**src/rtl/data_axi_lite_master.sv**
```systemverilog
// Data-side AXI4-Lite master: one MEM-stage load/store becomes one AXI-Lite read or write; load word is valid in RESP, 3 stall cycles after the request against a zero-wait slave.
// Stalls the pipeline via stall_req while any channel waits on the slave; flushed transactions still finish on the bus and are dropped.
module data_axi_lite_master #(
    parameter int ADDR_W = 32,
    parameter int DATA_W = 32
) (
    input  logic                  clk,
    input  logic                  rst,
    input  logic                  mem_req,
    input  logic                  mem_write_en,
    input  logic [ADDR_W-1:0]     mem_addr,
    input  logic [DATA_W-1:0]     mem_write_data,
    input  logic [DATA_W/8-1:0]   mem_byte_sel,
    input  logic                  hold,
    input  logic                  flush,
    output logic                  stall_req,
    output logic [DATA_W-1:0]     mem_read_data,
    output logic                  bus_error,
    output logic [ADDR_W-1:0]     m_awaddr,
    output logic [2:0]            m_awprot,
    output logic                  m_awvalid,
    input  logic                  m_awready,
    output logic [DATA_W-1:0]     m_wdata,
    output logic [DATA_W/8-1:0]   m_wstrb,
    output logic                  m_wvalid,
    input  logic                  m_wready,
    input  logic [1:0]            m_bresp,
    input  logic                  m_bvalid,
    output logic                  m_bready,
    output logic [ADDR_W-1:0]     m_araddr,
    output logic [2:0]            m_arprot,
    output logic                  m_arvalid,
    input  logic                  m_arready,
    input  logic [DATA_W-1:0]     m_rdata,
    input  logic [1:0]            m_rresp,
    input  logic                  m_rvalid,
    output logic                  m_rready
);
    localparam int STRB_W = DATA_W / 8;

    typedef enum logic [2:0] {
        IDLE,
        RD_ADDR,
        RD_DATA,
        WR,
        WR_RESP,
        RESP
    } state_t;

    state_t              state_q, state_d;
    logic [ADDR_W-1:0]   addr_q, addr_d;
    logic [DATA_W-1:0]   wdata_q, wdata_d;
    logic [STRB_W-1:0]   strb_q, strb_d;
    logic [DATA_W-1:0]   rdata_q, rdata_d;
    logic                err_q, err_d;
    logic                drain_q, drain_d;
    logic                arvalid_q, arvalid_d;
    logic                awvalid_q, awvalid_d;
    logic                wvalid_q, wvalid_d;
    logic                rready_q, rready_d;
    logic                bready_q, bready_d;

    // Accesses are word-aligned on the bus; byte lanes are selected by wstrb.
    logic unused_addr_lsbs;
    assign unused_addr_lsbs = ^mem_addr[1:0];

    always_comb begin
        state_d   = state_q;
        addr_d    = addr_q;
        wdata_d   = wdata_q;
        strb_d    = strb_q;
        rdata_d   = rdata_q;
        err_d     = err_q;
        drain_d   = drain_q;
        arvalid_d = arvalid_q;
        awvalid_d = awvalid_q;
        wvalid_d  = wvalid_q;
        rready_d  = rready_q;
        bready_d  = bready_q;

        unique case (state_q)
            IDLE: begin
                if (mem_req && !flush) begin
                    addr_d  = {mem_addr[ADDR_W-1:2], 2'b00};
                    wdata_d = mem_write_data;
                    strb_d  = mem_byte_sel;
                    if (mem_write_en) begin
                        state_d   = WR;
                        awvalid_d = 1'b1;
                        wvalid_d  = 1'b1;
                    end else begin
                        state_d   = RD_ADDR;
                        arvalid_d = 1'b1;
                    end
                end
            end
            RD_ADDR: begin
                if (flush) drain_d = 1'b1;
                if (m_arready) begin
                    arvalid_d = 1'b0;
                    rready_d  = 1'b1;
                    state_d   = RD_DATA;
                end
            end
            RD_DATA: begin
                if (flush) drain_d = 1'b1;
                if (m_rvalid) begin
                    rready_d = 1'b0;
                    if (drain_q || flush) begin
                        // Flushed load: bus beat consumed, result thrown away.
                        drain_d = 1'b0;
                        err_d   = 1'b0;
                        state_d = IDLE;
                    end else begin
                        rdata_d = m_rdata;
                        err_d   = (m_rresp != 2'b00);
                        state_d = RESP;
                    end
                end
            end
            WR: begin
                if (flush) drain_d = 1'b1;
                if (m_awready) awvalid_d = 1'b0;
                if (m_wready)  wvalid_d  = 1'b0;
                if (!awvalid_d && !wvalid_d) begin
                    bready_d = 1'b1;
                    state_d  = WR_RESP;
                end
            end
            WR_RESP: begin
                if (flush) drain_d = 1'b1;
                if (m_bvalid) begin
                    bready_d = 1'b0;
                    if (drain_q || flush) begin
                        drain_d = 1'b0;
                        err_d   = 1'b0;
                        state_d = IDLE;
                    end else begin
                        err_d   = (m_bresp != 2'b00);
                        state_d = RESP;
                    end
                end
            end
            RESP: begin
                // Leaving RESP is the edge the pipeline advances on, so the request is not relaunched.
                if (!hold || flush) begin
                    err_d   = 1'b0;
                    state_d = IDLE;
                end
            end
            default: begin
                state_d = IDLE;
            end
        endcase
    end

    always_ff @(posedge clk or negedge rst) begin
        if (!rst) begin
            state_q   <= IDLE;
            addr_q    <= '0;
            wdata_q   <= '0;
            strb_q    <= '0;
            rdata_q   <= '0;
            err_q     <= 1'b0;
            drain_q   <= 1'b0;
            arvalid_q <= 1'b0;
            awvalid_q <= 1'b0;
            wvalid_q  <= 1'b0;
            rready_q  <= 1'b0;
            bready_q  <= 1'b0;
        end else begin
            state_q   <= state_d;
            addr_q    <= addr_d;
            wdata_q   <= wdata_d;
            strb_q    <= strb_d;
            rdata_q   <= rdata_d;
            err_q     <= err_d;
            drain_q   <= drain_d;
            arvalid_q <= arvalid_d;
            awvalid_q <= awvalid_d;
            wvalid_q  <= wvalid_d;
            rready_q  <= rready_d;
            bready_q  <= bready_d;
        end
    end

    assign stall_req     = mem_req && (state_q != RESP);
    assign mem_read_data = rdata_q;
    assign bus_error     = err_q;

    assign m_awaddr  = addr_q;
    assign m_awprot  = 3'b000;
    assign m_awvalid = awvalid_q;
    assign m_wdata   = wdata_q;
    assign m_wstrb   = strb_q;
    assign m_wvalid  = wvalid_q;
    assign m_bready  = bready_q;
    assign m_araddr  = addr_q;
    assign m_arprot  = 3'b000;
    assign m_arvalid = arvalid_q;
    assign m_rready  = rready_q;

endmodule

```
**config.mk**
```make
export PLATFORM = sky130hd
export DESIGN_NAME = data_axi_lite_master
export DESIGN_NICKNAME = d
export VERILOG_FILES = /design/src/rtl/data_axi_lite_master.sv
export SDC_FILE = /design/constraint.sdc
export NUM_CORES = 1
export LEC_CHECK = 0
export ABC_AREA = 0
export CAP_MARGIN = 20
export CELL_PAD_IN_SITES_DETAIL_PLACEMENT = 1
export CELL_PAD_IN_SITES_GLOBAL_PLACEMENT = 2
export CORE_MARGIN = 2
export CORE_UTILIZATION = 23
export DETAILED_ROUTE_END_ITERATION = 8
export PLACE_DENSITY_LB_ADDON = 0.1
export SLEW_MARGIN = 5
export SYNTH_ARGS = -nofsm -noshare
export SYNTH_HDL_FRONTEND = slang
export SYNTH_SLANG_ARGS = --single-unit
```
**constraint.sdc**
```tcl
create_clock -name clk -period 5.53 [get_ports clk]
set_clock_uncertainty 0.05 [all_clocks]
set_input_delay 1.106 -clock clk [delete_from_list [all_inputs] [get_ports clk]]
set_output_delay 1.106 -clock clk [all_outputs]
set_load 0.005 [all_outputs]
```
==> flow_metrics.tcl, run 1 <==
set metrics [dict create \
    setup-tns-final_ns 0 \
    cp.arrival_ns 2.42 \
    hold_buffers 0 \
    cts-root-buf "clkbuf_16" \
    cts_tree "done" \
    cp-start-kind "input pin" \
    grt.total_usage_pct 14.7 \
    grt_setup_unrepaired "no" \
    path_buf_inv 2 \
    wl_per_cell_um 16.1 \
    worstSetupPathType "input pin to output pin" \
    crit_path_cell_trace "clkdlybuf4s50_1 > a21boi_0 > clkdlybuf4s50_1" \
    crit_top_cell "clkdlybuf4s50_1" \
    wirelength_um 15100 \
    worst_pin_slew_ns 0.872 \
    drive_gt1_share_pct 8.43 \
    timing.hold.ws_ns 0.428 \
    ctsResizeCount 0 \
    via_per_inst 4.12 \
    drtIter0Drc 112 \
    final_common_cell "clkdlybuf4s50_1" \
    vias 3881 \
    final_area_mm2 0.00735 \
    cts_buffer_depth 2 \
    hp-class "flop to flop" \
    dieArea_mm2 0.0210 \
    min_period_ns 3.58 \
    ios 260 \
    fillers 2209 \
    path_max_fanout 4 \
    insertion_delay_ns 0.35 \
    maxCapViolCount 0 \
    synthAdderAreaFrac_pct 0.219 \
    critPathSlowestCell "clkdlybuf4s50_1" \
    synth_compound_area_share_pct 4.13 \
    synth_top_family_by_area "simple AND/OR/NAND/NOR gates" \
    ys.warnings.count 0 \
    syn_avg_cell_area_um2 9.88 \
    gp_congestion 0.736 \
    drc_errors 0 \
    coreArea_mm2 0.0195 \
    grt_max_degree 65 \
    clock-sinks 108 \
    post_cts_buffers 0 \
    ctsHtreeMaxLevel 3 \
    ys_ff_latch 108 \
    fmax_mhz 279 \
    dp_hpwl_um 11000 \
    drtAntennaViolNets 0 \
    slew_violations 0 \
    relSlewSlack_pct 41.9 \
    fp.dieW_um 145 \
    grt_pass1_wl_um 24300 \
    first_global_vias 4153 \
    portBuffers 247 \
    synthSimpleGateAreaFrac_pct 19.0 \
    setup_violations 0 \
    hold_viol_final 0 \
    end_kind "output pin" \
    first_pass_iters 4 \
    required_ns 4.37 \
    nets 786 \
    cellPowerDensity_mw_per_mm2 507 \
    cpPeakStageDelay_ns 0.54 \
    synth_mux_area_share_pct 7.88 \
    min_period_over_period_pct 64.7 \
    clk_transition_reported_paths_ns 0.07 \
    synth_cells 463 \
    initial_core_util_pct 23.5 \
    layout_common_cells "clkdlybuf4s50_1, nand2_1, dfrtp_1" \
    dpl-instance-area_mm2 0.00704 \
    syn-cell-area_mm2 0.00458 \
    multi_input_area_mm2 0.00148 \
    yosysSeqAreaShare_pct 59.1 \
    cp_top_family "buffers and inverters" \
    gr-total-overflow 0 \
    syn_to_final_growth_pct 60.5 \
    regArea_mm2 0.00270 \
    power_leakage_uw 0.00335 \
    cts_buffers 9 \
    fp.dieH_um 145 \
    row_count 51 \
    p_total_uw 3730 \
    status "finished clean" \
    antennaDiodeCount 0 \
    ir_drop_uv 161 \
    antenna_found_initial 0 \
    synth_xor_xnor_area_share_pct 0.191 \
    synthDistinctLibCells 36 \
]
==> final timing paths <==
kind | from | depth (start not counted) | slack (ns) | endpoint
worst max-delay path | mem_req | 3 | 1.95 | stall_req
max in group asynchronous | rst | 2 | 3.40 | m_araddr[24]$_DFFE_PN0P_
worst min-delay path | m_wdata[2]$_DFFE_PN0P_ | 2 | 0.43 | m_wdata[2]$_DFFE_PN0P_
min in group asynchronous | rst | 1 | 0.80 | m_araddr[18]$_DFFE_PN0P_
worst min register to register | m_wdata[2]$_DFFE_PN0P_ | 2 | 0.43 | m_wdata[2]$_DFFE_PN0P_
worst max register to register | state_q[0]$_DFFE_PN0P_ | 6 | 3.02 | m_arvalid$_DFFE_PN0P_
==> per-stage QoR <==
stage / utilization (%) / cells / worst slack (ns)
3_5_place_dp: 36.1 / 925 / 1.98
5_1_grt: 37.7 / 941 / 1.87
3_3_place_gp: 36.1 / 925 / 1.98
6_report: 37.7 / 941 / 1.95
2_1_floorplan: - / 472 / 3.07
4_1_cts: 37.7 / 941 / 1.97
==> power by group <==
group	internal, uW	total [uW]	switching (uW)
Combinational	1050	1640	595
Clock	369	682	313
Sequential	1150	1400	252
Total	2570	3730	1160
==> final cells by class <==
cell class | count | share of cell area, %
repair buffers | 251 | 34.0
inverters | 5 | 0.255
clock buffers | 10 | 3.25
multi-input cells | 296 | 20.2
well taps | 265 | 4.51
clock inverters | 6 | 0.971
flip-flops and latches | 108 | 36.8
==> cell families after synthesis <==
family	count (synthesis)
other	1
AND/OR/NAND/NOR	224
adder cells (fa/ha/maj)	1
multiplexers	32
XOR/XNOR	1
AO/OA/AOI/OAI	28
buffers and inverters	68
flip-flops	108
==> synthesized netlist by cell type <==
| cell | instances | area [um2] |
|---|---|---|
| o22ai_1 | 1 | 6.26 |
| a211oi_1 | 1 | 7.51 |
| a21oi_1 | 3 | 15.0 |
| a22oi_1 | 2 | 15.0 |
| or3_1 | 1 | 6.26 |
| nand3_1 | 2 | 10.0 |
| o21ba_2 | 1 | 10.0 |
| conb_1 | 1 | 3.75 |
| o31ai_1 | 2 | 15.0 |
| maj3_1 | 1 | 10.0 |
| buf_1 | 2 | 7.51 |
| buf_2 | 5 | 25.0 |
| buf_6 | 2 | 22.5 |
| o21ai_1 | 1 | 5.00 |
| a22o_1 | 2 | 17.5 |
| nor2b_1 | 1 | 6.26 |
| nand2_1 | 203 | 762 |
| xnor2_1 | 1 | 8.76 |
| a311o_1 | 1 | 10.0 |
| nand3b_1 | 1 | 7.51 |
| and3_1 | 1 | 6.26 |
| nor3_1 | 1 | 5.00 |
| o21ai_0 | 7 | 35.0 |
| nor2_1 | 12 | 45.0 |
| clkbuf_1 | 13 | 48.8 |
| inv_1 | 5 | 18.8 |
| mux2_2 | 32 | 360 |
| a31oi_1 | 3 | 18.8 |
| o311ai_0 | 1 | 8.76 |
| a21boi_0 | 1 | 7.51 |
| dfrtp_1 | 108 | 2700 |
| a211o_1 | 1 | 8.76 |
| buf_4 | 41 | 308 |
| nand4b_1 | 1 | 8.76 |
| o32ai_1 | 1 | 8.76 |
| nor2b_4 | 1 | 13.8 |
==> flip-flops by register name, indices dropped and copies added (netlist names) <==
signal,count
m_arvalid,1
m_bready,1
m_wstrb,4
mem_read_data,32
m_araddr,30
m_rready,1
state_q,3
m_wdata,32
m_wvalid,1
bus_error,1
drain_q,1
m_awvalid,1
==> layer usage <==
metal / global-route usage (%) / part of all wire (%) / vias to the layer above
met2: 22.7 / 46 / 169
met1: 18.6 / 43 / 1859
met5: 0 / 0 / -
li1: - / - / 1836
met4: 6.19 / 2.4 / 0
met3: 5.38 / 9.3 / 17
==> worst register-to-register path: stages (launching register included) <==
cell,delay (ns)
dfrtp_1,0.60
nor2_1,0.35
nand3_2,0.59
buf_4,0.51
nor2_1,0.16
nor2_1,0.05
a31oi_1,0.12
No activity file was read; power rests on OpenSTA's default activity.
==> run 2: changes to the inputs <==
CORE_UTILIZATION = 19   (was 23)
clock period = 3.1 ns   (was 5.53 ns; I/O delays follow)
==> flow_metrics.tcl, run 2 (synthesis results as in run 1) <==
set metrics [dict create \
    status "finished clean" \
    first_global_vias 4286 \
    wirelength_um 15500 \
    post_cts_buffers 0 \
    ctsResizeCount 0 \
    dpl.cell_count 983 \
    hold_viol_final 0 \
    setup_violations 0 \
    grt_max_degree 40 \
    layout_common_cells "clkdlybuf4s50_1, nand2_1, dfrtp_1" \
    fmax_mhz 383 \
    gr-total-overflow 0 \
    wl_per_cell_um 15.5 \
    stdcell_count 999 \
    hold_buffers 0 \
    required_ns 2.43 \
    antenna_found_initial 0 \
    min_period_over_period_pct 84.2 \
    cts_tree "done" \
    clock-sinks 108 \
    cts_buffers 9 \
    cts-root-buf "clkbuf_16" \
    maxCapViolCount 0 \
    via_per_inst 3.89 \
    path_max_fanout 8 \
    syn_to_final_growth_pct 63.1 \
    cellPowerDensity_mw_per_mm2 888 \
    final_common_cell "clkdlybuf4s50_1" \
    min_period_ns 2.61 \
    ir_drop_uv 311 \
    fp.dieW_um 159 \
    hp-class "input pin to asynchronous set/reset pin" \
    dp_hpwl_um 11500 \
    worst_pin_slew_ns 0.602 \
    coreArea_mm2 0.0235 \
    insertion_delay_ns 0.35 \
    first_pass_iters 4 \
    relSlewSlack_pct 59.8 \
    grt.total_usage_pct 12.4 \
    drive_gt1_share_pct 8.97 \
    drc_errors 0 \
    cp-start-kind "flop" \
    timing.hold.ws_ns 0.195 \
    grt_pass1_wl_um 24900 \
    worstSetupPathType "flop to output pin" \
    grt_setup_unrepaired "no" \
    portBuffers 247 \
    clk_transition_reported_paths_ns 0.08 \
    fp.dieH_um 159 \
    antennaDiodeCount 0 \
    gp_congestion 0.721 \
    end_kind "output pin" \
    cp.arrival_ns 1.94 \
    cts_buffer_depth 2 \
    drtAntennaViolNets 0 \
    ctsHtreeMaxLevel 3 \
    ios 260 \
    drtIter0Drc 106 \
    dieArea_mm2 0.0253 \
    nets 790 \
    power_leakage_uw 0.00337 \
    initial_core_util_pct 19.4 \
    vias 3891 \
    row_count 56 \
    setup-tns-final_ns 0 \
    slew_violations 0 \
]
run 2: critical path: stages, from the launching register on:
cell,delay [ns]
dfrtp_1,0.53
nor2b_1,0.42
a21boi_0,0.16
clkdlybuf4s50_1,0.48
run 2: per-layer routing:
metal / wire length [um] / track usage, % / vias to the layer above
met5: 0 / 0 / -
met4: 253 / 4.01 / 0
met3: 1410 / 4.85 / 13
met2: 6920 / 19.5 / 169
met1: 6930 / 15.6 / 1872
li1: - / - / 1837
run 2: cell type report:
type,instances,area [um2]
Clock buffer,10,239
Timing Repair Buffer,255,2570
Multi-Input combinational cell,296,1480
Fill cell,2700,16100
Inverter,5,18.8
Tap cell,319,399
Sequential cell,108,2700
Clock inverter,6,55.1
run 2: worst paths after layout:
path | start | end | slack, ns | cells after the start
setup / recovery | state_q[2]$_DFFE_PN0P_ | stall_req | 0.49 | 3
hold / removal | rst | m_araddr[23]$_DFFE_PN0P_ | 0.19 | 1
setup reg to reg | state_q[0]$_DFFE_PN0P_ | mem_read_data[18]$_DFFE_PN0P_ | 0.97 | 4
hold reg to reg | m_wdata[13]$_DFFE_PN0P_ | m_wdata[13]$_DFFE_PN0P_ | 0.43 | 2
max in group asynchronous | rst | mem_read_data[25]$_DFFE_PN0P_ | 2.11 | 2
min in group clk | m_wdata[13]$_DFFE_PN0P_ | m_wdata[13]$_DFFE_PN0P_ | 0.43 | 2
run 2: power by group:
part / total (uW) / internal [uW] / switching, uW
logic: 2950 / 1890 / 1060
clock network: 1170 / 585 / 587
registers: 2500 / 2050 / 451
run 2: through the flow:
step                      utilization, %  total power, uW  cell area (um2)  setup slack [ns]
after floorplan                        -             3650             4610              1.27
after global placement              30.5             5490             7170             0.552
after detailed placement            30.5             5550             7170             0.539
after CTS                           31.7             6790             7460             0.434
after global routing                31.7             7160             7460             0.321
final                               31.7             6630             7460             0.489
==> run 3: changes to the inputs <==
CORE_UTILIZATION = 21   (was 19)
clock period = 2.46 ns   (was 3.1 ns; I/O delays follow)
==> flow_metrics.tcl, run 3 (synthesis results as in run 1) <==
set metrics [dict create \
    cp-start-kind "flop" \
    wirelength_um 14600 \
    portBuffers 247 \
    finalWorstSetupSlack_ns 0.166 \
    wl_per_cell_um 15.1 \
    path_max_fanout 10 \
    cellPowerDensity_mw_per_mm2 1130 \
    drtIter0Drc 83 \
    first_pass_iters 4 \
    layout_common_cells "clkdlybuf4s50_1, nand2_1, dfrtp_1" \
    cp_top_family "flip-flops" \
    clk_transition_reported_paths_ns 0.08 \
    antenna_found_initial 0 \
    final_area_mm2 0.00749 \
    nets 793 \
    clock-sinks 108 \
    p_total_uw 8500 \
    gr-total-overflow 0 \
    end_kind "output pin" \
    antennaDiodeCount 0 \
    min_period_over_period_pct 93.3 \
    cts-root-buf "clkbuf_16" \
    worstSetupPathType "flop to output pin" \
    dpl-instance-area_mm2 0.00715 \
    ir_drop_uv 396 \
    via_per_inst 4.02 \
    grt_pass1_wl_um 21900 \
    cp.arrival_ns 1.75 \
    setup_violations 0 \
    fp.dieH_um 152 \
    row_count 54 \
    ctsHtreeMaxLevel 3 \
    path_buf_inv 1 \
    relSlewSlack_pct 60.1 \
    insertion_delay_ns 0.35 \
    grt_setup_unrepaired "no" \
    fp.dieW_um 152 \
    setup-tns-final_ns 0 \
    grt_max_degree 96 \
    hold_viol_final 0 \
    vias 3875 \
    fillers 2430 \
    seqPwrFrac_pct 36.6 \
    drtAntennaViolNets 0 \
    reg2reg_slack_ns 0.51 \
    required_ns 1.92 \
    sw_frac_of_total_pct 30.3 \
    cts_buffer_depth 2 \
    internal-power_uw 5920 \
    min_period_ns 2.29 \
    status "finished clean" \
    drive_gt1_share_pct 9.37 \
    syn_to_final_growth_pct 63.7 \
    clkPwrFrac_pct 19.3 \
    timing.hold.ws_ns 0.429 \
    grt.total_usage_pct 12.4 \
    coreArea_mm2 0.0216 \
    maxCapViolCount 0 \
    crit_path_cell_trace "nor2b_2 > a21boi_0 > clkdlybuf4s50_1" \
    switching_power_uw 2580 \
    fmax_mhz 436 \
    drc_errors 0 \
    final_common_cell "clkdlybuf4s50_1" \
    critPathSlowestCell "dfrtp_1" \
    pre_cts_slack_ns 0.117 \
    first_global_vias 4045 \
    dp_hpwl_um 10500 \
    cts_tree "done" \
    ios 260 \
    cpPeakStageDelay_ns 0.50 \
    post_cts_buffers 0 \
    gp_congestion 0.741 \
    slew_violations 0 \
    cts_buffers 9 \
    worst_pin_slew_ns 0.598 \
    comb_power_share_pct 44.1 \
    power_leakage_uw 0.00341 \
    dieArea_mm2 0.0230 \
    hp-class "flop to flop" \
    initial_core_util_pct 21.2 \
]
[run 3: changes by cell type in the layout (fill, tap and decap cells not counted)]
cell	before	now
buf_12	3	4
buf_4	6	7
bufinv_16	0	2
clkinv_2	0	1
clkinv_4	1	0
clkinvlp_4	2	0
dlygate4sd3_1	0	1
inv_6	1	3
inv_8	2	0
nor2b_1	1	0
nor2b_2	0	1
[run 3: routing by layer]
metal	global-route usage [%]	wire length, um	vias to the layer above
li1	-	-	1844
met1	14.9	6050	1861
met2	19.8	6760	160
met3	6.32	1620	10
met4	3.33	154	0
met5	0	0	-
[run 3: power by group through the flow]
stage	Combinational, uW	Sequential, uW	Clock (uW)
after floorplan	1480	3130	0
after global placement	3780	3110	0
after detailed placement	3820	3150	0
after CTS	3840	3130	1730
after global routing	4160	3240	1790
final	3750	3110	1640
[run 3: repair_timing]
action,CTS,global route
hold buffers,1,0
hold endpoints to repair,13,0
resized for setup,1,0
setup endpoints to repair,1,0
[run 3: worst register-to-register path, stage by stage (launching register included)]
cell and delay [ns]:
dfrtp_1 0.53, nor2_1 0.38, a21oi_1 0.12, a311o_1 0.36
or3_1 0.36, o21ai_1 0.09
[run 3: final cells by class]
class | instances | area, um2 | area share (%)
flip-flops and latches | 108 | 2700 | 36.1
clock inverters | 6 | 91.3 | 1.22
clock buffers | 10 | 239 | 3.19
repair buffers | 258 | 2610 | 34.8
well taps | 280 | 350 | 4.68
multi-input cells | 296 | 1490 | 19.8
inverters | 5 | 18.8 | 0.251
[run 3: worst paths after layout]
| check | startpoint | to | depth (start not counted) |
|---|---|---|---|
| hold reg to reg | m_wdata[10]$_DFFE_PN0P_ | m_wdata[10]$_DFFE_PN0P_ | 2 |
| max in group asynchronous | rst | m_wdata[12]$_DFFE_PN0P_ | 3 |
| setup reg to reg | state_q[0]$_DFFE_PN0P_ | state_q[0]$_DFFE_PN0P_ | 5 |
| hold / removal | m_wdata[10]$_DFFE_PN0P_ | m_wdata[10]$_DFFE_PN0P_ | 2 |
| setup / recovery | state_q[1]$_DFFE_PN0P_ | stall_req | 3 |
| min in group asynchronous | rst | m_araddr[27]$_DFFE_PN0P_ | 2 |
[run 3: stage by stage]
step | std cells | utilization [%]
after floorplan | 472 | -
after global placement | 946 | 33.1
after detailed placement | 946 | 33.1
after CTS | 963 | 34.7
after global routing | 963 | 34.7
final | 963 | 34.7
